$ cat config.mk
export PLATFORM = sky130hd
export DESIGN_NAME = instruction_fetch_flat
export DESIGN_NICKNAME = d
export VERILOG_FILES = /design/src/rtl/instruction_fetch_if.sv /design/src/rtl/instruction_fetch.sv /design/src/flat_wrapper.sv
export SDC_FILE = /design/constraint.sdc
export NUM_CORES = 1
export LEC_CHECK = 0
export CAP_MARGIN = 25
export CORE_MARGIN = 10
export CORE_UTILIZATION = 40
export DETAILED_ROUTE_END_ITERATION = 8
export HOLD_SLACK_MARGIN = 0.06
export PLACE_DENSITY = 0.73
export SLEW_MARGIN = 5
export SYNTH_ARGS = -nofsm -noshare
export SYNTH_HDL_FRONTEND = slang
export SYNTH_SLANG_ARGS = --single-unit
$ cat constraint.sdc
create_clock -name clk -period 4.24 [get_ports clk]
set_input_delay 0.424 -clock clk [delete_from_list [all_inputs] [get_ports clk]]
set_output_delay 0.424 -clock clk [all_outputs]
set_load 0.05 [all_outputs]
$ cat src/rtl/instruction_fetch_if.sv
// Bus bundle between the fetch unit (master) and its environment: run control,
// instruction memory read port, branch redirect and the ready/valid output stream.
interface instruction_fetch_if;
  logic        run;
  logic [6:0]  program_length;
  logic        mem_clk_enable;
  logic [5:0]  mem_read_address;
  logic [15:0] mem_instruction;
  logic        branch_taken;
  logic [5:0]  branch_target;
  logic [15:0] instr_out;
  logic [5:0]  instr_pc;
  logic        instr_valid;
  logic        instr_ready;
  logic        done;

  modport master (
    input  run, program_length, mem_instruction, branch_taken, branch_target, instr_ready,
    output mem_clk_enable, mem_read_address, instr_out, instr_pc, instr_valid, done
  );

  modport slave (
    output run, program_length, mem_instruction, branch_taken, branch_target, instr_ready,
    input  mem_clk_enable, mem_read_address, instr_out, instr_pc, instr_valid, done
  );
endinterface

$ cat src/rtl/instruction_fetch.sv
// Instruction fetch unit: sequential reads from a one-cycle-latency instruction memory,
// delivered through a 2-entry ready/valid buffer with branch redirect and flush.
module instruction_fetch (
  input  logic                clk,
  input  logic                reset,
  instruction_fetch_if.master bus
);
  typedef enum logic [1:0] {
    ST_IDLE  = 2'd0,
    ST_FETCH = 2'd1,
    ST_DONE  = 2'd2
  } state_t;

  state_t      r_state;
  logic [6:0]  r_pc;
  logic [6:0]  r_length;
  logic        r_inflight;
  logic [5:0]  r_inflight_pc;
  logic [1:0]  r_count;
  logic [15:0] r_head_data;
  logic [15:0] r_tail_data;
  logic [5:0]  r_head_pc;
  logic [5:0]  r_tail_pc;

  logic        w_fetching;
  logic        w_branch;
  logic        w_pop;
  logic        w_push;
  logic        w_issue;
  logic        w_drained;
  logic [2:0]  w_occupancy;

  // The strobe must see this cycle's pop and branch, so it is decoded from registers plus inputs.
  always_comb begin
    w_fetching  = (r_state == ST_FETCH);
    w_branch    = w_fetching & bus.branch_taken;
    w_pop       = (r_count != 2'd0) & bus.instr_ready;
    w_push      = r_inflight & ~w_branch;
    w_occupancy = {1'b0, r_count} + {2'b00, r_inflight} - {2'b00, w_pop};
    w_issue     = w_fetching & bus.run & (r_pc < r_length) & ~bus.branch_taken
                  & (w_occupancy < 3'd2);
    w_drained   = (r_pc >= r_length) & (r_count == 2'd0) & ~r_inflight;
  end

  assign bus.mem_clk_enable   = w_issue;
  assign bus.mem_read_address = r_pc[5:0];
  assign bus.instr_out        = r_head_data;
  assign bus.instr_pc         = r_head_pc;
  assign bus.instr_valid      = (r_count != 2'd0);
  assign bus.done             = (r_state == ST_DONE);

  // Control FSM: state, program counter and the single outstanding memory read.
  always_ff @(posedge clk or posedge reset) begin
    if (reset) begin
      r_state       <= ST_IDLE;
      r_pc          <= 7'd0;
      r_length      <= 7'd0;
      r_inflight    <= 1'b0;
      r_inflight_pc <= 6'd0;
    end else begin
      r_inflight <= w_issue;
      if (w_issue) begin
        r_inflight_pc <= r_pc[5:0];
      end
      case (r_state)
        ST_IDLE: begin
          if (bus.run) begin
            r_state  <= ST_FETCH;
            r_pc     <= 7'd0;
            r_length <= bus.program_length;
          end
        end
        ST_FETCH: begin
          if (bus.branch_taken) begin
            r_pc <= {1'b0, bus.branch_target};
          end else if (w_drained) begin
            r_state <= ST_DONE;
          end else if (w_issue) begin
            r_pc <= r_pc + 7'd1;
          end
        end
        ST_DONE: begin
          if (!bus.run) begin
            r_state <= ST_IDLE;
          end
        end
        default: r_state <= ST_IDLE;
      endcase
    end
  end

  // Output buffer: head is presented directly; a branch keeps the pop but drops everything else.
  always_ff @(posedge clk or posedge reset) begin
    if (reset) begin
      r_count     <= 2'd0;
      r_head_data <= 16'd0;
      r_head_pc   <= 6'd0;
      r_tail_data <= 16'd0;
      r_tail_pc   <= 6'd0;
    end else if (w_branch) begin
      r_count <= 2'd0;
    end else begin
      case ({w_push, w_pop})
        2'b10: begin
          if (r_count == 2'd0) begin
            r_head_data <= bus.mem_instruction;
            r_head_pc   <= r_inflight_pc;
          end else begin
            r_tail_data <= bus.mem_instruction;
            r_tail_pc   <= r_inflight_pc;
          end
          r_count <= r_count + 2'd1;
        end
        2'b01: begin
          r_head_data <= r_tail_data;
          r_head_pc   <= r_tail_pc;
          r_count     <= r_count - 2'd1;
        end
        2'b11: begin
          if (r_count == 2'd1) begin
            r_head_data <= bus.mem_instruction;
            r_head_pc   <= r_inflight_pc;
          end else begin
            r_head_data <= r_tail_data;
            r_head_pc   <= r_tail_pc;
            r_tail_data <= bus.mem_instruction;
            r_tail_pc   <= r_inflight_pc;
          end
        end
        default: r_count <= r_count;
      endcase
    end
  end
endmodule
$ cat src/flat_wrapper.sv
// flat-port wrapper written by rule: the top's interface ports become plain ports
module instruction_fetch_flat 
  (clk, reset, bus_run, bus_program_length, bus_mem_instruction, bus_branch_taken, bus_branch_target, bus_instr_ready, bus_mem_clk_enable, bus_mem_read_address, bus_instr_out, bus_instr_pc, bus_instr_valid, bus_done);
  instruction_fetch_if bus_i ();
  input  logic clk;
  input  logic reset;
  input wire logic [$bits(bus_i.run)-1:0] bus_run;
  input wire logic [$bits(bus_i.program_length)-1:0] bus_program_length;
  input wire logic [$bits(bus_i.mem_instruction)-1:0] bus_mem_instruction;
  input wire logic [$bits(bus_i.branch_taken)-1:0] bus_branch_taken;
  input wire logic [$bits(bus_i.branch_target)-1:0] bus_branch_target;
  input wire logic [$bits(bus_i.instr_ready)-1:0] bus_instr_ready;
  output wire logic [$bits(bus_i.mem_clk_enable)-1:0] bus_mem_clk_enable;
  output wire logic [$bits(bus_i.mem_read_address)-1:0] bus_mem_read_address;
  output wire logic [$bits(bus_i.instr_out)-1:0] bus_instr_out;
  output wire logic [$bits(bus_i.instr_pc)-1:0] bus_instr_pc;
  output wire logic [$bits(bus_i.instr_valid)-1:0] bus_instr_valid;
  output wire logic [$bits(bus_i.done)-1:0] bus_done;
  assign bus_i.run = bus_run;
  assign bus_i.program_length = bus_program_length;
  assign bus_i.mem_instruction = bus_mem_instruction;
  assign bus_i.branch_taken = bus_branch_taken;
  assign bus_i.branch_target = bus_branch_target;
  assign bus_i.instr_ready = bus_instr_ready;
  assign bus_mem_clk_enable = bus_i.mem_clk_enable;
  assign bus_mem_read_address = bus_i.mem_read_address;
  assign bus_instr_out = bus_i.instr_out;
  assign bus_instr_pc = bus_i.instr_pc;
  assign bus_instr_valid = bus_i.instr_valid;
  assign bus_done = bus_i.done;
  instruction_fetch u_core (.clk(clk), .reset(reset), .bus(bus_i));
endmodule
==> flow_summary.json, run 1 <==
{
  "pre_cts_ws_ns": 0.719,
  "critPathKind": "reg2out",
  "ys_seq_elements": 69,
  "syn2layout_area_growth_pct": 27.2,
  "powerDensity_nw_per_um2": 817,
  "gp_congestion": 0.897,
  "drive_gt1_frac": 0.171,
  "r2r_setup_slack_ns": 1.00,
  "nFillCells": 740,
  "dr.pass1.iters": 4,
  "avgSynthCellArea_sq_um": 10.7,
  "cp_max_fo": 8,
  "dp_hpwl_mm": 5.94,
  "seq_area_sq_um": 1730,
  "grt_antenna_before_repair": 0,
  "multi_input_area_sq_um": 1560,
  "fmax_ghz": 0.264,
  "syn_area_sq_um": 3450,
  "cts_hold_buf": 0,
  "grt_pass1_vias": 2706,
  "fp.dieH_microns": 113,
  "die_w_microns": 113,
  "final_max_slew_viol_count": 0,
  "setup_tns_ns": 0,
  "syn_nets": 370,
  "fin_ws_ns": 0.451,
  "io_pins": 65,
  "layout_commonest_cell": "dfrtp_1",
  "io_buffers": 64,
  "ys_warn_count": 0,
  "slew_headroom": 0.314,
  "core_area_sq_um": 8300,
  "cts_buffers": 9,
  "antenna_cells": 0,
  "die-area_sq_um": 12700,
  "drc": 0,
  "maxCapViolations": 0,
  "post-cts-setup-buffer-count": 0,
  "status": "finished clean",
  "clkTransAtPathRegs_ns": 0.07,
  "grt_setup_unrepaired": "false",
  "initial_core_util": 0.416,
  "leakage_nw": 1.94,
  "end_kind": "output pin",
  "fp-row-count": 33,
  "cts_root_buffer": "clkbuf_8",
  "final_core_utilization": 0.529,
  "drtIter0Drc": 120,
  "vias_per_cell": 5.29,
  "worstPathRequired_ns": 3.82,
  "grt_first_pass_wirelength_mm": 13.5,
  "fin_nets": 430,
  "skew_ns": 0.00789,
  "wl_per_cell_microns": 16.4,
  "cts_htree_levels": 3,
  "finalCritPeriodShare": 0.894,
  "setup_violations": 0,
  "cts_tree": "built",
  "cts_resized": 0,
  "peakVddDrop_v": 0.000322,
  "ys_seq_area_frac": 0.500,
  "grt_use_total": 0.129,
  "final_cell_mix": "dfrtp_1, clkdlybuf4s50_1, nor2_1",
  "synth_cell_types": 48,
  "hold_ws_ns": 0.318,
  "p_total_w": 0.00359,
  "grt_max_degree": 45,
  "fin_crit_ns": 3.79,
  "drtAntennaViolNets": 0,
  "arrival_ns": 3.36,
  "tightest_slew_ns": 1.03,
  "clkLatencyLatePin_ns": 0.34,
  "grt-ovfl-total": 0,
  "synthCells": 323,
  "vias": 2604,
  "clockBufferDepth": 2,
  "cts.sinks": 69,
  "routed_wl_mm": 8.05,
  "hold_violations": 0,
  "hold_class": "in2async",
  "critPathLaunchType": "register"
}
metal layers:
metal	routed length (microns)	track usage	vias up
met5	0	0	-
met4	36	0.0347	0
met3	498	0.0534	4
met2	3870	0.208	79
met1	3650	0.154	1253
li1	-	-	1268
flip-flops by register name, summed over array words and instances (netlist names):
register,count
u_core.bus.instr_out,16
u_core.r_pc,7
u_core.r_count,2
u_core.r_tail_pc,6
u_core.r_state,2
u_core.bus.instr_pc,6
u_core.r_length,7
u_core.r_inflight_pc,6
u_core.r_tail_data,16
u_core.r_inflight,1
worst max-delay path, cell delays in order (launching register included):
cell      delay [ns]
dfrtp_1         0.42
inv_1           0.10
ha_1            0.23
nand2b_1        0.28
nor2_1          0.23
o21ai_0         0.16
fa_1            0.40
xnor2_1         0.25
nand4_4         0.20
a211oi_4        0.47
buf_4           0.29
where the power goes:
| group | internal [W] | switching (W) | total, W |
|---|---|---|---|
| Sequential | 0.000958 | 0.000220 | 0.00118 |
| Combinational | 0.000743 | 0.00116 | 0.00190 |
| Clock | 0.000268 | 0.000243 | 0.000511 |
cell type report:
class / count / share of cell area
Clock buffer: 9 / 0.0282
Multi-Input combinational cell: 215 / 0.356
Timing Repair Buffer: 70 / 0.163
Inverter: 18 / 0.0154
Tap cell: 105 / 0.0299
Clock inverter: 6 / 0.0148
Sequential cell: 69 / 0.393
Yosys cell counts (all sizes together):
cell type  instances  area [sq um]
dfrtp             69          1730
nor2              33           124
mux2              30           338
a21oi             28           151
a22oi             22           165
inv               18          67.6
nand2             15          56.3
o21ai             15          78.8
buf               13          80.1
ha                12           150
clkbuf             8          32.5
nand3              7          35.0
nand2b             5          31.3
a211oi             4          42.5
a31oi              4          25.0
and2               3          18.8
a22o               2          17.5
and3               2          12.5
nand3b             2          15.0
nand4              2          27.5
nor2b              2          12.5
nor3               2          10.0
nor3b              2          15.0
o21a               2          15.0
o221a              2          22.5
o31ai              2          28.8
or2                2          12.5
xnor2              2          17.5
xor2               2          17.5
a211o              1          8.76
a21o               1          7.51
a2bb2oi            1          8.76
and4               1          10.0
and4b              1          10.0
fa                 1          20.0
mux2i              1          10.0
o211ai             1          7.51
o221ai             1          8.76
o311ai             1          8.76
or3                1          6.26
final timing paths:
check | from | to | cells past startpoint
worst max register to register | u_core.r_count[1] | u_core.r_inflight_pc[5] | 10
worst min register to register | u_core.r_tail_data[0] | u_core.r_tail_data[0] | 1
max in group asynchronous | reset | u_core.r_tail_data[6] | 4
worst min-delay path | reset | u_core.r_length[0] | 2
min in group clk | u_core.r_tail_data[0] | u_core.r_tail_data[0] | 1
worst max-delay path | u_core.r_count[1] | bus_mem_clk_enable | 10
through the flow:
step           area [sq um]  instances
2_1_floorplan          3450        323
3_3_place_gp           4160        475
3_5_place_dp           4160        475
4_1_cts                4350        490
5_1_grt                4390        492
6_report               4390        492
kinds of logic after synthesis:
group	share of synthesized area
AO/OA/AOI/OAI	0.173
AND/OR/NAND/NOR	0.115
multiplexers	0.101
XOR/XNOR	0.0101
flip-flops	0.500
buffers and inverters	0.0522
adder cells (fa/ha/maj)	0.0493
Power figures use the tool's default switching activity.
==> run 2: changes to the inputs <==
Settings changed: CORE_ASPECT_RATIO set to 0.6.
Clock period 4.24 ns to 3.5 ns, I/O delays scaled along.
==> flow_summary.json, run 2 (synthesis gave the netlist of run 1 again) <==
{
  "status": "finished clean",
  "powerDensity_nw_per_um2": 1050,
  "fin_nets": 432,
  "nFillCells": 738,
  "wl_per_cell_microns": 17.2,
  "critPathLaunchType": "register",
  "io_pins": 65,
  "end_kind": "output pin",
  "peakVddDrop_v": 0.000620,
  "leakage_nw": 2.02,
  "cp_max_fo": 8,
  "p_total_w": 0.00477,
  "fp-row-count": 26,
  "final_max_slew_viol_count": 0,
  "setup_violations": 0,
  "die-area_sq_um": 12900,
  "grt-ovfl-total": 0,
  "grt_setup_unrepaired": "false",
  "r2r_cells": 10,
  "io_buffers": 64,
  "drtIter0Drc": 173,
  "routed_wl_mm": 8.63,
  "cts_root_buffer": "clkbuf_16",
  "post_dp_cell_area_sq_um": 4210,
  "dr.pass1.iters": 4,
  "vias_per_cell": 5.32,
  "fp.dieH_microns": 92.0,
  "r2r_start": "u_core.r_count[1]",
  "vias": 2672,
  "maxCapViolations": 0,
  "clkTransAtPathRegs_ns": 0.05,
  "cts_tree": "built",
  "core_area_sq_um": 8460,
  "clockBufferDepth": 2,
  "clkLatencyLatePin_ns": 0.33,
  "initial_core_util": 0.408,
  "drtAntennaViolNets": 0,
  "fin_area_sq_um": 4560,
  "crit_start": "u_core.r_count[1]",
  "drc": 0,
  "fmax_ghz": 0.302,
  "dp_hpwl_mm": 6.28,
  "grt_first_pass_wirelength_mm": 14.3,
  "skew_ns": 0.00526,
  "hold_ws_ns": 0.349,
  "critPathKind": "reg2out",
  "hold_class": "in2async",
  "arrival_ns": 2.96,
  "r2r_setup_slack_ns": 0.53,
  "grt_use_total": 0.136,
  "grt_max_degree": 45,
  "layout_commonest_cell": "dfrtp_1",
  "syn2layout_area_growth_pct": 32.0,
  "grt_pass1_vias": 2763,
  "tightest_slew_ns": 1.05,
  "cts_htree_levels": 3,
  "setup_tns_ns": 0,
  "gp_congestion": 0.874,
  "cts.sinks": 69,
  "worstPathRequired_ns": 3.15,
  "fin_crit_ns": 3.31,
  "slew_headroom": 0.299,
  "die_w_microns": 140,
  "final_cell_mix": "dfrtp_1, clkdlybuf4s50_1, nor2_1",
  "multi_input_area_sq_um": 1580,
  "drive_gt1_frac": 0.185,
  "antenna_cells": 0,
  "hold_violations": 0,
  "r2r_end": "u_core.r_pc[1]",
  "cts_buffers": 9,
  "grt_antenna_before_repair": 0,
  "finalCritPeriodShare": 0.945,
  "seq_area_sq_um": 1730
}
run 2: cell types whose count changed in the layout (fill, tap and decap cells not counted), moves of 2 or more:
cell / change
buf_4: +2
clkbuf_16: +9
clkbuf_8: -7
clkinv_4: -2
run 2: worst max-delay path, cell delays in order, from the launching register on:
cell      delay (ns)
dfrtp_2         0.43
inv_1           0.12
ha_1            0.24
nand2b_4        0.21
and2_0          0.13
o21ai_0         0.09
fa_1            0.42
xnor2_2         0.20
nand4_4         0.20
a211oi_4        0.27
buf_6           0.18
buf_12          0.14
run 2: final cells by class:
cell class / instances / share of cell area
clock buffer: 12 / 0.0563
clock inverter: 4 / 0.0154
inverter: 18 / 0.0148
multi-input combinational: 215 / 0.347
sequential: 69 / 0.379
tap: 112 / 0.0307
timing repair buffer: 72 / 0.157
run 2: layer usage:
metal,track usage,up-vias,share of wire
li1,-,1272,-
met1,0.182,1302,0.48
met2,0.197,94,0.43
met3,0.0561,4,0.081
met4,0.0368,0,0.0044
met5,0,-,0
run 2: where the power goes:
group          leakage, nW  switching, W  internal (W)
Clock                0.163      0.000322      0.000660
Combinational         1.01       0.00144      0.000915
Sequential           0.851      0.000268       0.00116
run 2: worst max path at each step:
stage | endpoint | slack, ns | cells past startpoint
floorplan | u_core.r_inflight_pc[0] | 0.24 | 11
global placement | bus_mem_clk_enable | 0.34 | 10
detailed placement | bus_mem_clk_enable | 0.25 | 10
CTS | bus_mem_clk_enable | 0.02 | 11
global route | bus_mem_clk_enable | 0.03 | 11
finish | bus_mem_clk_enable | 0.19 | 11
run 2: what timing repair did:
action,CTS,global route
resized for setup,3,3
buffers inserted,0,0
setup endpoints to repair,1,1
hold buffers,0,0
run 2: stage by stage:
step | setup slack [ns] | utilization | std cells
final | 0.191 | 0.539 | 502
after global routing | 0.0299 | 0.539 | 502
after CTS | 0.0245 | 0.538 | 502
after detailed placement | 0.250 | 0.498 | 486
after global placement | 0.336 | 0.498 | 486
after floorplan | 0.237 | - | 323
==> run 3: changes to the inputs <==
Settings changed: CAP_MARGIN 25 to 30, RECOVER_POWER set to 25.
==> flow_summary.json, run 3 (synthesis gave the netlist of run 1 again) <==
{
  "hp-start": "u_core.r_tail_data[10]",
  "arrival_ns": 2.97,
  "grt_max_degree": 45,
  "dp_hpwl_mm": 6.28,
  "die-area_sq_um": 12900,
  "cts_tree": "built",
  "io_pins": 65,
  "final_core_utilization": 0.539,
  "seqPwrFrac": 0.300,
  "core_area_sq_um": 8460,
  "pwr-share-clk": 0.206,
  "cts_root_buffer": "clkbuf_16",
  "drc": 0,
  "swShare": 0.426,
  "min_path_cells": 1,
  "peakVddDrop_v": 0.000620,
  "drive_gt1_frac": 0.176,
  "min_to": "u_core.r_tail_data[10]",
  "worstPathRequired_ns": 3.15,
  "critPathLaunchType": "register",
  "final_cell_mix": "dfrtp_1, clkdlybuf4s50_1, nor2_1",
  "r2r_cells": 10,
  "vias": 2691,
  "layout_commonest_cell": "dfrtp_1",
  "critPathKind": "reg2out",
  "clkLatencyLatePin_ns": 0.33,
  "io_buffers": 64,
  "initial_core_util": 0.408,
  "grt_pass1_vias": 2763,
  "leakage_nw": 2.02,
  "status": "finished with violations",
  "hold_ws_ns": 0.502,
  "grt-ovfl-total": 0,
  "clockBufferDepth": 2,
  "antenna_cells": 0,
  "comb_power_share": 0.494,
  "nFillCells": 740,
  "skew_ns": 0.00502,
  "slew_headroom": -0.110,
  "vias_per_cell": 5.35,
  "wl_per_cell_microns": 17.1,
  "hold_violations": 0,
  "routed_wl_mm": 8.60,
  "dr.pass1.iters": 4,
  "drtIter0Drc": 152,
  "cts_hold_buf": 0,
  "cts_buffers": 9,
  "end_kind": "output pin",
  "cts.sinks": 69,
  "final_max_slew_viol_count": 33,
  "grt_antenna_before_repair": 0,
  "r2r_end": "u_core.r_pc[1]",
  "fin_crit_ns": 3.32,
  "fp.dieH_microns": 92.0,
  "drtAntennaViolNets": 0,
  "hold_class": "reg2reg",
  "grt_first_pass_wirelength_mm": 14.3,
  "tightest_slew_ns": 1.66,
  "post-cts-setup-buffer-count": 0,
  "powerDensity_nw_per_um2": 1050,
  "syn2layout_area_growth_pct": 32.1,
  "setup_tns_ns": 0,
  "r2r_start": "u_core.r_count[1]",
  "grt_use_total": 0.136,
  "fin_nets": 433,
  "die_w_microns": 140,
  "violations": "max-capacitance violations, max-slew violations",
  "power.internal_w": 0.00274,
  "setup_violations": 0,
  "maxCapViolations": 1,
  "cp_max_fo": 8,
  "gp_congestion": 0.874,
  "r2r_setup_slack_ns": 0.53,
  "fmax_ghz": 0.301,
  "cts_htree_levels": 3,
  "clkTransAtPathRegs_ns": 0.05,
  "p_sw_w": 0.00204,
  "fp-row-count": 26,
  "grt_setup_unrepaired": "false",
  "finalCritPeriodShare": 0.948
}
run 3: cell types whose count changed in the layout (fill, tap and decap cells not counted), sizes merged:
cell | previous run | this run
clkbuf | 12 | 15
buf | 9 | 7
dlygate4sd3 | 0 | 2
clkdlybuf4s50 | 63 | 61
run 3: metal layers:
layer,global-route usage,vias up,part of all wire
li1,-,1272,-
met5,0,-,0
met4,0.0368,0,0.0044
met3,0.0561,4,0.079
met2,0.197,102,0.44
met1,0.182,1313,0.48
run 3: worst max path at each step:
| stage | slack [ns] | endpoint | start |
|---|---|---|---|
| global route | 0.03 | bus_mem_clk_enable | u_core.r_count[1] |
| floorplan | 0.24 | u_core.r_inflight_pc[0] | u_core.r_count[1] |
| CTS | 0.02 | bus_mem_clk_enable | u_core.r_count[1] |
| finish | 0.18 | bus_mem_clk_enable | u_core.r_count[1] |
| global placement | 0.34 | bus_mem_clk_enable | bus_instr_ready |
| detailed placement | 0.25 | bus_mem_clk_enable | bus_instr_ready |
run 3: cell type report:
| cell class | count | area, sq um | area share |
|---|---|---|---|
| inverters | 18 | 67.6 | 0.0148 |
| well taps | 112 | 140 | 0.0307 |
| clock inverters | 4 | 70.1 | 0.0154 |
| flip-flops and latches | 69 | 1730 | 0.379 |
| multi-input cells | 215 | 1580 | 0.347 |
| repair buffers | 73 | 718 | 0.157 |
| clock buffers | 12 | 256 | 0.0562 |
run 3: per-stage QoR:
step | cells | worst slack (ns) | total power, W | cell area (sq um)
2_1_floorplan | 323 | 0.237 | 0.00307 | 3450
3_3_place_gp | 486 | 0.336 | 0.00370 | 4210
3_5_place_dp | 486 | 0.250 | 0.00378 | 4210
4_1_cts | 502 | 0.0245 | 0.00480 | 4550
5_1_grt | 503 | 0.0313 | 0.00507 | 4560
6_report | 503 | 0.183 | 0.00477 | 4560
run 3: worst max-delay path: stages, from the launching register on:
cell	delay, ns
dfrtp_2	0.43
inv_1	0.12
ha_1	0.24
nand2b_4	0.21
and2_0	0.13
o21ai_0	0.09
fa_1	0.42
xnor2_2	0.20
nand4_4	0.20
a211oi_4	0.27
buf_6	0.18
buf_12	0.14
run 3: repair_timing:
action	in CTS	in global routing
endpoints found under the setup margin	1	1
gates resized for setup	3	3
hold endpoints to repair	0	0
run 3: power by group through the flow:
stage               sequential, W  combinational, W  clock [W]
floorplan                 0.00181           0.00126          0
global placement          0.00142           0.00228          0
detailed placement        0.00144           0.00234          0
CTS                       0.00143           0.00236    0.00101
global route              0.00148           0.00255    0.00104
finish                    0.00143           0.00236   0.000983
